==> src/rtl/filtro_janela.sv <==
// rtl/filtro_janela.sv - 8-tap sliding window with row-edge replication
// Feeds the half-sample interpolation filter; one window per accepted sample after a 4-sample fill.
module filtro_janela #(
  parameter int DATA_WIDTH = 8,
  parameter int ROW_LEN    = 64
) (
  input  logic                         clk,
  input  logic                         rst_n,
  input  logic signed [DATA_WIDTH+1:0] in_data,
  input  logic                         in_valid,
  output logic                         in_ready,
  output logic signed [DATA_WIDTH+1:0] out0,
  output logic signed [DATA_WIDTH+1:0] out1,
  output logic signed [DATA_WIDTH+1:0] out2,
  output logic signed [DATA_WIDTH+1:0] out3,
  output logic signed [DATA_WIDTH+1:0] out4,
  output logic signed [DATA_WIDTH+1:0] out5,
  output logic signed [DATA_WIDTH+1:0] out6,
  output logic signed [DATA_WIDTH+1:0] out7,
  output logic                         out_valid,
  input  logic                         out_ready,
  output logic                         out_first,
  output logic                         out_last
);

  localparam int SW = DATA_WIDTH + 2;
  localparam int CW = $clog2(ROW_LEN);

  typedef enum logic [1:0] {FILL, RUN, FLUSH} state_t;

  state_t                r_state;
  state_t                w_next;
  logic signed [SW-1:0]  r_tap [8];
  logic [CW-1:0]         r_icnt;
  logic [1:0]            r_fcnt;
  logic                  r_valid;
  logic                  r_first;
  logic                  r_last;

  logic                  w_adv;
  logic                  w_acc;
  logic                  w_last_in;
  logic                  w_push;
  logic                  w_load;
  logic                  w_emit;
  logic signed [SW-1:0]  w_din;

  assign w_adv     = !r_valid || out_ready;
  assign in_ready  = rst_n && (r_state != FLUSH) && w_adv;
  assign w_acc     = in_valid && in_ready;
  assign w_last_in = (r_icnt == CW'(ROW_LEN - 1));

  // FLUSH replays the last sample so the right edge is replicated without new input
  assign w_push = (r_state == FLUSH) ? w_adv : w_acc;
  assign w_din  = (r_state == FLUSH) ? r_tap[7] : in_data;
  assign w_load = w_acc && (r_state == FILL) && (r_icnt == '0);
  assign w_emit = w_push && ((r_state != FILL) || (r_icnt == CW'(4)));

  always_ff @(posedge clk or negedge rst_n) begin
    if (!rst_n) begin
      r_state <= FILL;
    end else begin
      r_state <= w_next;
    end
  end

  always_comb begin
    w_next = r_state;
    case (r_state)
      FILL:    if (w_acc && (r_icnt == CW'(4))) w_next = w_last_in ? FLUSH : RUN;
      RUN:     if (w_acc && w_last_in) w_next = FLUSH;
      FLUSH:   if (w_adv && (r_fcnt == 2'd3)) w_next = FILL;
      default: w_next = FILL;
    endcase
  end

  always_ff @(posedge clk or negedge rst_n) begin
    if (!rst_n) begin
      for (int i = 0; i < 8; i++) r_tap[i] <= '0;
      r_icnt  <= '0;
      r_fcnt  <= '0;
      r_valid <= 1'b0;
      r_first <= 1'b0;
      r_last  <= 1'b0;
    end else begin
      if (w_adv) begin
        r_valid <= w_emit;
        r_first <= w_emit && (r_state == FILL);
        r_last  <= w_emit && (r_state == FLUSH) && (r_fcnt == 2'd3);
        if (w_push) begin
          for (int i = 0; i < 7; i++) r_tap[i] <= w_load ? w_din : r_tap[i+1];
          r_tap[7] <= w_din;
        end
      end
      if (w_acc) r_icnt <= w_last_in ? '0 : r_icnt + CW'(1);
      if ((r_state == FLUSH) && w_adv) r_fcnt <= r_fcnt + 2'd1;
    end
  end

  assign out0      = r_tap[0];
  assign out1      = r_tap[1];
  assign out2      = r_tap[2];
  assign out3      = r_tap[3];
  assign out4      = r_tap[4];
  assign out5      = r_tap[5];
  assign out6      = r_tap[6];
  assign out7      = r_tap[7];
  assign out_valid = r_valid;
  assign out_first = r_first;
  assign out_last  = r_last;

endmodule

==> config.mk <==
export PLATFORM = sky130hd
export DESIGN_NAME = filtro_janela
export DESIGN_NICKNAME = d
export VERILOG_FILES = /design/src/rtl/filtro_janela.sv
export SDC_FILE = /design/constraint.sdc
export NUM_CORES = 1
export LEC_CHECK = 0
export CORE_MARGIN = 3
export CORE_UTILIZATION = 45
export DETAILED_ROUTE_END_ITERATION = 12
export PLACE_DENSITY = 0.76
export REMOVE_ABC_BUFFERS = 1
export SETUP_SLACK_MARGIN = 0.3
export SYNTH_ARGS = -nofsm -noshare
export SYNTH_HDL_FRONTEND = slang
export SYNTH_SLANG_ARGS = --single-unit
==> constraint.sdc <==
create_clock -name clk -period 1.65 [get_ports clk]
set_input_delay 0.33 -clock clk [delete_from_list [all_inputs] [get_ports clk]]
set_output_delay 0.33 -clock clk [all_outputs]
set_load 0.005 [all_outputs]
==> impl_metrics.env <==
export IMPL_violations="setup timing"
export IMPL_rsz0062_at_grt="true"
export IMPL_period_share_pct=112.5
export IMPL_synth_simple_area_share_pct=15.55
export IMPL_grt_pass1_vias=3744
export IMPL_reg2reg_depth=8
export IMPL_use_met2_pct=36.12
export IMPL_die_area_mm2=0.01023
export IMPL_vias=4649
export IMPL_slew_violations=0
export IMPL_dpl_hpwl_mm=6.942
export IMPL_numCtsBuffers=9
export IMPL_finalClockSkew_ps=9.690
export IMPL_insertion_delay_ps=370
export IMPL_cp_slowest_stage_delay_ps=420
export IMPL_synth_main_ff_cell="dfrtp_1"
export IMPL_overflow=0
export IMPL_drc=0
export IMPL_grt_usage_pct=22.67
export IMPL_place_congestion=0.8622
export IMPL_syn_inst=439
export IMPL_synth_seq_cells=93
export IMPL_start_util_pct=46.46
export IMPL_synth_top_family_by_area="compound AO/OA/AOI/OAI gates"
export IMPL_core_area_mm2=0.008763
export IMPL_crit_chain="inv_2 -> ha_4 -> nor4b_4 -> buf_6 -> nand2_8 -> clkbuf_16 -> o21ai_1 -> a21oi_2"
export IMPL_synth_fa_ha_area_share_pct=0.9219
export IMPL_antenna_found_initial=0
export IMPL_synth_top_area_share_pct=57.16
export IMPL_finalCriticalPeriod_ps=1856
export IMPL_setup_ws_ps=-206.2
export IMPL_yosys_warnings=0
export IMPL_status="finished, violations left"
export IMPL_antenna_cells=0
export IMPL_grtUsageMet1_pct=32.26
export IMPL_cp_data_arrival_time_ps=2110
export IMPL_drt_wirelength_per_cell_um=21.91
export IMPL_ant_nets=0
export IMPL_ios=98
export IMPL_peakVddDrop_uv=984.5
export IMPL_drt_iter0_drc=383
export IMPL_placementRows=34
export IMPL_cts_root_buf="clkbuf_8"
export IMPL_drv_cap=0
export IMPL_worst_hold_slack_ps=130.1
export IMPL_synth_async_reset_ratio_pct=100.0
export IMPL_power_leakage_nw=3.116
export IMPL_synth_compound_area_share_pct=21.94
export IMPL_hold_viol=0
export IMPL_cts_num_sinks=93
export IMPL_first_pass_iters=7
export IMPL_path_clk_slew_ps=100
export IMPL_cpMaxStageDelayCell="dfrtp_1"
export IMPL_ys_top_cells_by_area="dfrtp_1 (57%), o21ai_0 (9.1%), a21oi_1 (9.0%)"
export IMPL_fmax_mhz=538.7
export IMPL_area_growth_synth_to_final_pct=82.85
export IMPL_h_tree_depth=3
export IMPL_grt_pass1_wl_mm=18.49
export IMPL_tns_ps=-3746
export IMPL_cts_max_path_buffers=2
export IMPL_synth_xor_area_share_pct=0.6454
export IMPL_synth_edf_count=0
export IMPL_synth_mux_area_share_pct=0.2766
export IMPL_io_buffers=97
export IMPL_ys_seq_area_share_pct=57.16
export IMPL_synth_cell_area_mm2=0.004071
export IMPL_routed_wl_mm=16.91
export IMPL_max_slew_margin_pct=51.27
export IMPL_met3_usage_pct=2.976
export IMPL_finalSetupViolations=71
export IMPL_die_w_um=101.1
export IMPL_top_usage_layer="met2"
export IMPL_startpoint_type="flop"
export IMPL_synth_avg_cell_area_um2=9.274
export IMPL_die_h_um=101.1
export IMPL_grt_max_degree=56
export IMPL_layout_drive_gt1_share_pct=48.80
export IMPL_final_core_util_pct=84.95
export IMPL_p_per_area_mw_per_mm2=1759
export IMPL_worstPathMaxFanout=6
export IMPL_cts_tree="yes"
export IMPL_required_ps=1910
export IMPL_fin_nets=677
export IMPL_max_slew_worst_pin_slew_ps=731.0
export IMPL_p_total_mw=13.10
export IMPL_endpoint_kind="flop"
export IMPL_vias_per_cell=6.022
export IMPL_yosysTopAreaCell="dfrtp_1"
export IMPL_hold_path_class="in2async"
export IMPL_yosys_cell_types_count=35
export IMPL_critical_path_class="reg2reg"
==> final cells by class <==
type	instances	area, um^2
Clock buffer	12	155.1
Multi-Input combinational cell	313	2387
Timing Repair Buffer	240	2405
Tap cell	108	135.1
Clock inverter	3	21.27
Inverter	3	11.26
Fill cell	389	1319
Sequential cell	93	2330
==> power by group <==
| part | switching, mW | total [mW] | internal (mW) |
|---|---|---|---|
| logic | 3.49 | 7.51 | 4.02 |
| clock network | 0.857 | 1.48 | 0.625 |
| registers | 0.810 | 4.11 | 3.29 |
| total | 5.15 | 13.1 | 7.94 |
==> cells by family after synthesis <==
logic type | count (synthesis)
AO/OA/AOI/OAI | 165
XOR/XNOR | 3
adder cells (fa/ha/maj) | 3
buffers and inverters | 34
flip-flops | 93
multiplexers | 1
AND/OR/NAND/NOR | 140
==> through the flow <==
| stage | cell area (um^2) | setup WS (ps) | std cells |
|---|---|---|---|
| after CTS | 6231 | 27.69 | 731 |
| final | 7445 | -206.2 | 772 |
| after floorplan | 3940 | -941.5 | 408 |
| after global routing | 7445 | -236.2 | 772 |
| after global placement | 5391 | -289.9 | 649 |
| after detailed placement | 5391 | -347.5 | 649 |
==> critical path: cells and delay by family (launching register included) <==
kind / cells / cell delay (ps)
compound gates: 2 / 360
fa+ha+maj: 1 / 130
buf+inv: 3 / 500
flops: 1 / 420
simple gates: 2 / 330
==> placed cells by master, fill, tap and decap left out, types with 3 or more instances in the layout <==
cell and instances:
buf_4 101, dfrtp_1 91, clkdlybuf4s15_1 77, nor2_1 72, a21oi_2 56, o21ai_2 32, o21ai_1 28, nand2_1 19
buf_6 18, a21oi_1 15, o21ai_4 14, nand2_2 14, clkbuf_8 11, clkdlybuf4s50_1 11, buf_12 10, clkbuf_16 9
nor3b_2 6, a31oi_2 6, nand2_4 5, buf_8 5, clkbuf_2 5, a21oi_4 3, nor3b_1 3, a31oi_1 3
==> cells in the mapped netlist (2+ instances only) <==
cell type,count
nor3b_1,10
ha_1,3
o21ai_0,74
o41ai_1,2
and3_1,2
xnor2_1,2
a21oi_1,73
inv_1,3
nor3_1,2
a31oi_2,4
buf_4,3
dfrtp_1,93
nand3_1,4
nand2_1,38
a31oi_1,6
buf_2,3
nand4_1,2
nand2b_1,2
nor2_1,73
clkbuf_1,25
==> worst paths after layout <==
| check | start | endpoint | slack [ps] |
|---|---|---|---|
| setup / recovery | r_icnt[1] | out6[8] | -210 |
| hold / removal | rst_n | out1[4] | 130 |
| setup reg to reg | r_icnt[1] | out6[8] | -210 |
| hold reg to reg | r_fcnt[0] | r_fcnt[0] | 500 |
| max in group asynchronous | rst_n | out4[9] | 700 |
| min in group clk | rst_n | out_valid | 440 |
==> registers in the layout, summed over array words and instances, names as in the netlist, 2 cells and up <==
name     flops
out0        10
out5        10
out6        10
out1        10
r_icnt       6
out4        10
out7        10
out3        10
out2        10
r_state      2
r_fcnt       2
==> metal layers <==
| layer | vias to the layer above | wire length (um) |
|---|---|---|
| met5 | - | 0 |
| met1 | 2325 | 6417 |
| met4 | 0 | 692 |
| li1 | 1970 | - |
| met3 | 70 | 1265 |
| met2 | 284 | 8535 |
==> repair_timing <==
action	in CTS	in global routing
hold buffers	2	0
endpoints found under the setup margin	171	120
pin swaps	3	27
hold endpoints to repair	13	0
buffers inserted	65	25
gates cloned	0	16
resized for setup	224	240
No activity file was read; power rests on OpenSTA's default activity.
